$ cat config.mk
export PLATFORM = sky130hd
export DESIGN_NAME = imem_loader
export DESIGN_NICKNAME = d
export VERILOG_FILES = /design/src/rtl/imem_loader_pkg.sv /design/src/rtl/imem_loader_word_assembler.sv /design/src/rtl/imem_loader.sv
export SDC_FILE = /design/constraint.sdc
export NUM_CORES = 1
export LEC_CHECK = 0
export ABC_AREA = 1
export BUFFER_PORTS_ARGS = -buffer_cell sky130_fd_sc_hd__buf_2
export CAP_MARGIN = 20
export CORE_MARGIN = 2
export CORE_UTILIZATION = 59
export DETAILED_ROUTE_END_ITERATION = 8
export PLACE_DENSITY = 0.8
export SYNTH_ARGS = -nofsm -noshare
export SYNTH_HDL_FRONTEND = slang
export SYNTH_HIERARCHICAL = 1
export SYNTH_SLANG_ARGS = --single-unit
$ cat constraint.sdc
create_clock -name clk -period 2.7 [get_ports clk]
set_input_delay 0.135 -clock clk [delete_from_list [all_inputs] [get_ports clk]]
set_output_delay 0.135 -clock clk [all_outputs]
set_load 0.02 [all_outputs]
$ cat src/rtl/imem_loader_pkg.sv
// Shared definitions for the instruction-memory boot loader: FSM encoding,
// frame-length width and the running-checksum helper.
package imem_loader_pkg;

    localparam int LEN_W = 16;

    typedef enum logic [2:0] {
        ST_IDLE   = 3'd0,
        ST_LEN_LO = 3'd1,
        ST_LEN_HI = 3'd2,
        ST_DATA   = 3'd3,
        ST_SUM    = 3'd4
    } state_t;

    // Modulo-256 accumulate; overflow wraps silently by design.
    function automatic logic [7:0] sum8(input logic [7:0] acc, input logic [7:0] val);
        logic [7:0] res;
        res = acc + val;
        return res;
    endfunction

endpackage

$ cat src/rtl/imem_loader_word_assembler.sv
// Little-endian byte-to-word assembly: first accepted byte lands in bits 7:0,
// the fourth byte completes the word, which is presented combinationally.
module word_assembler
    import imem_loader_pkg::*;
(
    input  logic        clk,
    input  logic        rst,
    input  logic        clr,
    input  logic        byte_valid,
    input  logic [7:0]  byte_data,
    output logic [31:0] word,
    output logic        word_done
);

    logic [1:0]  lane_r;
    logic [23:0] shift_r;

    // Lane counter and shift register for the three lower bytes of a word
    always_ff @(posedge clk) begin
        if (rst) begin
            lane_r  <= 2'd0;
            shift_r <= 24'd0;
        end else if (clr) begin
            lane_r  <= 2'd0;
            shift_r <= 24'd0;
        end else if (byte_valid) begin
            lane_r  <= lane_r + 2'd1;
            shift_r <= {byte_data, shift_r[23:8]};
        end else begin
            lane_r  <= lane_r;
            shift_r <= shift_r;
        end
    end

    assign word      = {byte_data, shift_r};
    assign word_done = byte_valid && (lane_r == 2'd3);

endmodule

$ cat src/rtl/imem_loader.sv
// Boot loader: receives a length-prefixed, checksummed byte frame and writes it
// into instruction memory while holding the core in reset.
module imem_loader
    import imem_loader_pkg::*;
#(
    parameter int ADDR_W = 10
) (
    input  logic              clk,
    input  logic              rst,
    input  logic              start,
    input  logic              rx_valid,
    input  logic [7:0]        rx_data,
    output logic              rx_ready,
    output logic              we,
    output logic [ADDR_W-1:0] waddr,
    output logic [31:0]       wdata,
    output logic              cpu_hold,
    output logic              busy,
    output logic              done,
    output logic              err
);

    localparam logic [LEN_W:0] MAX_WORDS = {{LEN_W{1'b0}}, 1'b1} << ADDR_W;

    state_t             state_r;
    logic [7:0]         sum_r;
    logic [7:0]         len_lo_r;
    logic [LEN_W-1:0]   len_r;
    logic [LEN_W-1:0]   idx_r;

    logic               accept_s;
    logic               data_acc_s;
    logic               clr_s;
    logic [LEN_W-1:0]   len_s;
    logic               too_long_s;
    logic [31:0]        asm_word_s;
    logic               asm_done_s;

    assign accept_s   = rx_valid && rx_ready;
    assign data_acc_s = accept_s && (state_r == ST_DATA);
    assign clr_s      = (state_r == ST_IDLE) && start;
    assign len_s      = {rx_data, len_lo_r};
    assign too_long_s = ({1'b0, len_s} > MAX_WORDS);

    word_assembler u_asm (
        .clk        (clk),
        .rst        (rst),
        .clr        (clr_s),
        .byte_valid (data_acc_s),
        .byte_data  (rx_data),
        .word       (asm_word_s),
        .word_done  (asm_done_s)
    );

    // Frame FSM with checksum, word index and all registered outputs
    always_ff @(posedge clk) begin
        if (rst) begin
            state_r  <= ST_IDLE;
            cpu_hold <= 1'b1;
            rx_ready <= 1'b0;
            we       <= 1'b0;
            busy     <= 1'b0;
            done     <= 1'b0;
            err      <= 1'b0;
            waddr    <= {ADDR_W{1'b0}};
            wdata    <= 32'd0;
            sum_r    <= 8'd0;
            len_lo_r <= 8'd0;
            len_r    <= {LEN_W{1'b0}};
            idx_r    <= {LEN_W{1'b0}};
        end else begin
            we   <= 1'b0;
            done <= 1'b0;
            case (state_r)
                ST_IDLE: begin
                    if (start) begin
                        state_r  <= ST_LEN_LO;
                        rx_ready <= 1'b1;
                        busy     <= 1'b1;
                        cpu_hold <= 1'b1;
                        err      <= 1'b0;
                        sum_r    <= 8'd0;
                        idx_r    <= {LEN_W{1'b0}};
                    end
                end
                ST_LEN_LO: begin
                    if (accept_s) begin
                        len_lo_r <= rx_data;
                        sum_r    <= sum8(sum_r, rx_data);
                        state_r  <= ST_LEN_HI;
                    end
                end
                ST_LEN_HI: begin
                    if (accept_s) begin
                        sum_r <= sum8(sum_r, rx_data);
                        len_r <= len_s;
                        if (len_s == {LEN_W{1'b0}}) begin
                            state_r <= ST_SUM;
                        end else if (too_long_s) begin
                            state_r  <= ST_IDLE;
                            rx_ready <= 1'b0;
                            busy     <= 1'b0;
                            cpu_hold <= 1'b1;
                            err      <= 1'b1;
                        end else begin
                            state_r <= ST_DATA;
                        end
                    end
                end
                ST_DATA: begin
                    if (accept_s) begin
                        sum_r <= sum8(sum_r, rx_data);
                    end
                    // Write issues while the next word keeps assembling.
                    if (asm_done_s) begin
                        we    <= 1'b1;
                        waddr <= idx_r[ADDR_W-1:0];
                        wdata <= asm_word_s;
                        idx_r <= idx_r + 16'd1;
                        if (idx_r == (len_r - 16'd1)) begin
                            state_r <= ST_SUM;
                        end
                    end
                end
                ST_SUM: begin
                    if (accept_s) begin
                        state_r  <= ST_IDLE;
                        rx_ready <= 1'b0;
                        busy     <= 1'b0;
                        if (rx_data == sum_r) begin
                            done     <= 1'b1;
                            cpu_hold <= 1'b0;
                        end else begin
                            err      <= 1'b1;
                            cpu_hold <= 1'b1;
                        end
                    end
                end
                default: begin
                    state_r  <= ST_IDLE;
                    rx_ready <= 1'b0;
                    busy     <= 1'b0;
                    cpu_hold <= 1'b1;
                end
            endcase
        end
    end

endmodule

# Word-level counts from Yosys, hierarchy flattened

Cells that the tools add are included.

Add/subtract/negate cells: 4
Multiply operators: 0
Divide/modulo/power cells: 0
Magnitude comparators: 1
Equality and inequality tests: 17
Shift-type cells: 0
Multiplexer cells: 33
Bitwise logic cells: 4
Reductions and logical operators: 22

Operator list:

| operator                | number |
|---|---|
| $mux W16                | 2 |
| $pmux W16 S2            | 1 |
| $mux W3                 | 7 |
| $add A16 B1 Y16 const B | 1 |
| $eq A16 B16 Y1          | 1 |
| $gt A16 B11 Y1 const B  | 1 |
| $logic_not A16 Y1       | 1 |
| $mux W8                 | 2 |
| $ne A2 B2 Y1 const B    | 8 |
| $pmux W8 S2             | 1 |
| $sub A16 B1 Y16 const B | 1 |
| $mux W1                 | 15 |
| $pmux W3 S5             | 1 |
| $reduce_and A6 Y1       | 2 |
| $add A8 B8 Y8           | 1 |
| $eq A8 B8 Y1            | 1 |
| $pmux W1 S4             | 2 |
| $reduce_and A7 Y1       | 1 |
| $eq A3 B2 Y1 const B    | 2 |
| $reduce_and A2 Y1       | 3 |
| $reduce_and A3 Y1       | 2 |
| $reduce_or A2 Y1        | 3 |
| $reduce_or A3 Y1        | 2 |
| $logic_and A1 B1 Y1     | 4 |
| 11 further kinds        | 16 |

Bits in registers: 124
Latch bits: 0
Bits in writable memories: 0
Bits in read-only memories: 0
Bits of input ports: 12
Output and inout port bits: 48
Word-level logic and storage cells: 95
Memories kept: 0

# Logic depth before layout (Yosys ltp)

Word-level depth: 5
Gate-level depth with buffers: 19
Gate-level depth less buffers: 17

# By module

The synthesis kept the hierarchy.

Modules (own cells, without submodules):

| module         | times used | cells an instance | area an instance (um2) | seq. area each (um2) |
|---|---|---|---|---|
| imem_loader    | 1          | 686               | 4,740.8                | 1,961.9 |
| word_assembler | 1          | 175               | 1,162.4                | 520.5 |

# Worst setup path before layout

No wires, ideal clock.

Kind: register -> register
Start point: reg state_r[2]
End point: reg idx_r[11]
Arrival time: 2.000 ns
Slack: 0.575 ns
Stages on the path, launching flop included: 19
Buffers on the path: 2
Clock period less this slack: 2.125 ns
Cells stage by stage: dfxtp_1 inv_1 nand2_2 nor2_4 inv_1 nor2_1 buf_4 buf_4 nand2_1 inv_1 nand2_4 nand2_8 nand2_4 nor3_4 nand2_2 nor2_4 nand2_1 xor2_1 nor2_1

Word-level cells in the longest chain between the ends: 5
Elaborated cells on any way between the ends: 9
Those cells by class: eq/ne: 3; mux: 1; reduce/logical: 5

RTL lines:

| what                        | RTL line                         | text |
|---|---|---|
| from (decl)                 | imem_loader.sv:25                | `state_t state_r;` |
| from (signal assigned)      | imem_loader.sv:58                | `state_r <= ST_IDLE;` |
| from (signal assigned)      | imem_loader.sv:77                | `state_r <= ST_LEN_LO;` |
| from (signal assigned)      | imem_loader.sv:90                | `state_r <= ST_LEN_HI;` |
| $eq A3 B2 Y1                | imem_loader.sv:40                | `assign data_acc_s = accept_s && (state_r == ST_DATA);` |
| $logic_and A1 B1 Y1         | imem_loader.sv:40                |  |
| net data_acc_s              | imem_loader.sv:32                | `logic data_acc_s;` |
| $logic_and A1 B1 Y1         | imem_loader_word_assembler.sv:36 | `assign word_done = byte_valid && (lane_r == 2'd3);` |
| net asm_done_s              | imem_loader.sv:37                | `logic asm_done_s;` |
| $ne A2 B2 Y1 (no line)      | n/a                              |  |
| $reduce_and A3 Y1 (no line) | n/a                              |  |
| to (signal assigned)        | imem_loader.sv:70                | `idx_r <= {LEN_W{1'b0}};` |
| to (signal assigned)        | imem_loader.sv:83                | `idx_r <= {LEN_W{1'b0}};` |
| to (signal assigned)        | imem_loader.sv:119               | `idx_r <= idx_r + 16'd1;` |
| to (decl)                   | imem_loader.sv:29                | `logic [LEN_W-1:0] idx_r;` |

The timed path passes the listed nets, and every way through them passes these cells.
A chain may end at the register's enable or synchronous reset.

# Worst setup path after layout

Start point: reg state_r[2]
End point: reg idx_r[14]

The elaborated chain is that of the path after synthesis.

==> results.sh <==
export IMPL_grt_setup_unrepaired="no"
export IMPL_synth_avg_cell_area_sq_um=6.86
export IMPL_cp_end_kind="register"
export IMPL_clock_path_buffers=2
export IMPL_grt_start_max_net_pins=53
export IMPL_cts_sinks=124
export IMPL_yosysSeqAreaShare_pct=42.1
export IMPL_yosysTopAreaCellShare_pct=42.1
export IMPL_startpoint_type="register"
export IMPL_placed_area_sq_mm=0.00620
export IMPL_setup_viol=0
export IMPL_wl_per_cell_um=14.2
export IMPL_io_pins=60
export IMPL_die_height_um=104
export IMPL_antenna_found_initial=0
export IMPL_status="finished, final reports clean"
export IMPL_dieArea_sq_mm=0.0108
export IMPL_synth_area_leaders="dfxtp_1 42%, nand2_1 15%, nor2_1 8.1%"
export IMPL_final_nets=938
export IMPL_seqPwrFrac_pct=38.4
export IMPL_io_buffer_count=59
export IMPL_dpl_hpwl_um=10000
export IMPL_synth_area_sq_mm=0.00590
export IMPL_synthArstFlopShare_pct=0
export IMPL_grt_pass1_vias=5389
export IMPL_gp_congestion=0.916
export IMPL_cts_repair_resize_count=0
export IMPL_cp_data_required_time_ns=3.17
export IMPL_syn_to_final_growth_pct=15.6
export IMPL_yosys_warnings=6
export IMPL_drt_iter0_drc=422
export IMPL_overflow=0
export IMPL_fmax_mhz=474
export IMPL_hold_path_class="input pin to register"
export IMPL_worst_slew_pin_slew_ns=0.610
export IMPL_ys_types=39
export IMPL_syn_nets=884
export IMPL_power_density_mw_per_mm2=756
export IMPL_cts_buffers_inserted=17
export IMPL_final_cell_area_sq_mm=0.00682
export IMPL_drive_gt1_share_pct=12.5
export IMPL_path_clk_slew_ns=0.06
export IMPL_grt_usage_pct=28.6
export IMPL_diodes=0
export IMPL_cts_tree="done"
export IMPL_clk_latency_ns=0.53
export IMPL_post_route_min_period_ns=2.11
export IMPL_grt_pass1_wl_um=25200
export IMPL_p_comb_share_pct=21.4
export IMPL_rows=36
export IMPL_slew_violations=0
export IMPL_max_slew_margin_pct=59.2
export IMPL_critPathKind="register to register"
export IMPL_yosys_top_cells_count="237 x nand2_1, 128 x nor2_1, 124 x dfxtp_1"
export IMPL_crit_path_max_fanout=8
export IMPL_switchingPower_mw=1.65
export IMPL_leakage_nw=3.07
export IMPL_wl_um=15100
export IMPL_clockPowerShare_pct=40.2
export IMPL_synth_edf_count=0
export IMPL_irDropWorstVdd_uv=687
export IMPL_yosys_area_top_type="dfxtp_1"
export IMPL_fin_skew_ns=0.00678
export IMPL_dr_pass1_iters=7
export IMPL_core_region_area_sq_mm=0.00973
export IMPL_swShare_pct=31.9
export IMPL_root_buffer="clkbuf_8"
export IMPL_r2r_cells=15
export IMPL_postSynthCellCount=861
export IMPL_maxCapViolations=0
export IMPL_fin_crit_sh_pct=78.2
export IMPL_synth_seq_cells=124
export IMPL_start_util_pct=60.7
export IMPL_chipWidth_um=104
export IMPL_vias_per_cell=5.40
export IMPL_drc=0
export IMPL_hold_viol=0
export IMPL_fin_setup_tns_ns=0
export IMPL_cp_arrival_ns=2.58
export IMPL_yosysMostFrequentCell="nand2_1"
export IMPL_intPower_mw=3.51
export IMPL_vias=5730
export IMPL_ant_nets=0
export IMPL_cts_max_level=4
export IMPL_synthFlopType="dfxtp_1"
export IMPL_holdPathStages=3
path summary, 6_finish.rpt:
path | start | to | slack (ns)
worst max-delay path | state_r[2]$_SDFFE_PP0P_ | idx_r[14]$_SDFFE_PP0P_ | 0.59
worst min-delay path | rx_data[4] | wdata[28]$_SDFFE_PP0P_ | 0.02
worst max register to register | state_r[2]$_SDFFE_PP0P_ | idx_r[14]$_SDFFE_PP0P_ | 0.59
worst min register to register | err$_SDFFE_PP0P_ | err$_SDFFE_PP0P_ | 0.44
cell families (layout without fill, tap and decap cells):
kind of cell | Yosys count | after routing | share of synthesized area, %
adders and majority gates | 11 | 11 | 2.46
and+or+nand+nor | 433 | 433 | 30.7
xor gates and xnor gates | 14 | 14 | 2.31
AOI/OAI and AO/OA | 142 | 142 | 12.5
DFF | 124 | 124 | 42.1
buffers and inverters | 137 | 204 | 10.0
critical path: stages (launching register included):
cell     delay [ns]
dfxtp_1        0.36
inv_1          0.10
nand2_2        0.09
nor2_4         0.16
inv_1          0.12
nor2_4         0.10
nand2_1        0.05
inv_1          0.10
nand2_4        0.09
nand2_8        0.11
nand2_1        0.08
nor3_2         0.19
nand3_1        0.16
nor2_1         0.16
o21ai_1        0.07
a21oi_1        0.11
placed cells by master (no fill, tap or decap), drive strengths merged, types with 9 or more instances in the layout:
cell	count
nor2	133
dfxtp	124
ha	10
inv	98
clkinv	9
buf	66
nand2	243
nand3	33
nor3	11
a21oi	89
clkbuf	20
o21ai	44
power by group through the flow:
stage / Combinational [mW] / Sequential [mW] / Clock, mW
after floorplan: 0.810 / 2.02 / 0
after global placement: 1.03 / 2.01 / 0
after detailed placement: 1.06 / 2.02 / 0
after CTS: 1.09 / 1.98 / 2.09
after global routing: 1.24 / 1.99 / 2.18
final: 1.10 / 1.98 / 2.08
routing by layer:
| layer | GRT usage [%] | wire [um] |
|---|---|---|
| met1 | 35.4 | 6360 |
| met2 | 49.8 | 7530 |
| met3 | 5.95 | 974 |
| met4 | 9.17 | 252 |
| met5 | 0 | 0 |
what timing repair did:
action,CTS,global route
buffers inserted,0,0
hold endpoints to repair,17,0
hold buffers,8,0
registers in the layout (all words and copies together) (netlist names):
| name | cells |
|---|---|
| state_r | 3 |
| cpu_hold | 1 |
| err | 1 |
| waddr | 10 |
| idx_r | 16 |
| sum_r | 8 |
| u_asm/shift_r | 24 |
| done | 1 |
| len_r | 16 |
| busy | 1 |
| len_lo_r | 8 |
| wdata | 32 |
| we | 1 |
| u_asm/lane_r | 2 |
metrics by stage:
stage | util [%] | total power [mW] | setup WS [ns] | hold slack, ns | cells
after floorplan | - | 2.83 | 0.575 | 0.270 | 861
after global placement | 63.7 | 3.05 | 0.695 | 0.442 | 1021
after detailed placement | 63.7 | 3.08 | 0.615 | 0.441 | 1021
after CTS | 70.1 | 5.15 | 0.600 | 0.0209 | 1061
after global routing | 70.1 | 5.41 | 0.339 | 0.0353 | 1061
final | 70.1 | 5.16 | 0.589 | 0.0235 | 1061
final cells by class:
class / count / area [sq um]
fill: 823 / 2910
multi-input combinational: 600 / 2840
sequential: 124 / 2480
clock buffer: 20 / 445
timing repair buffer: 74 / 428
inverter: 98 / 368
tap: 133 / 166
clock inverter: 12 / 97.6
Note: power is estimated with default switching activity, not from simulation.
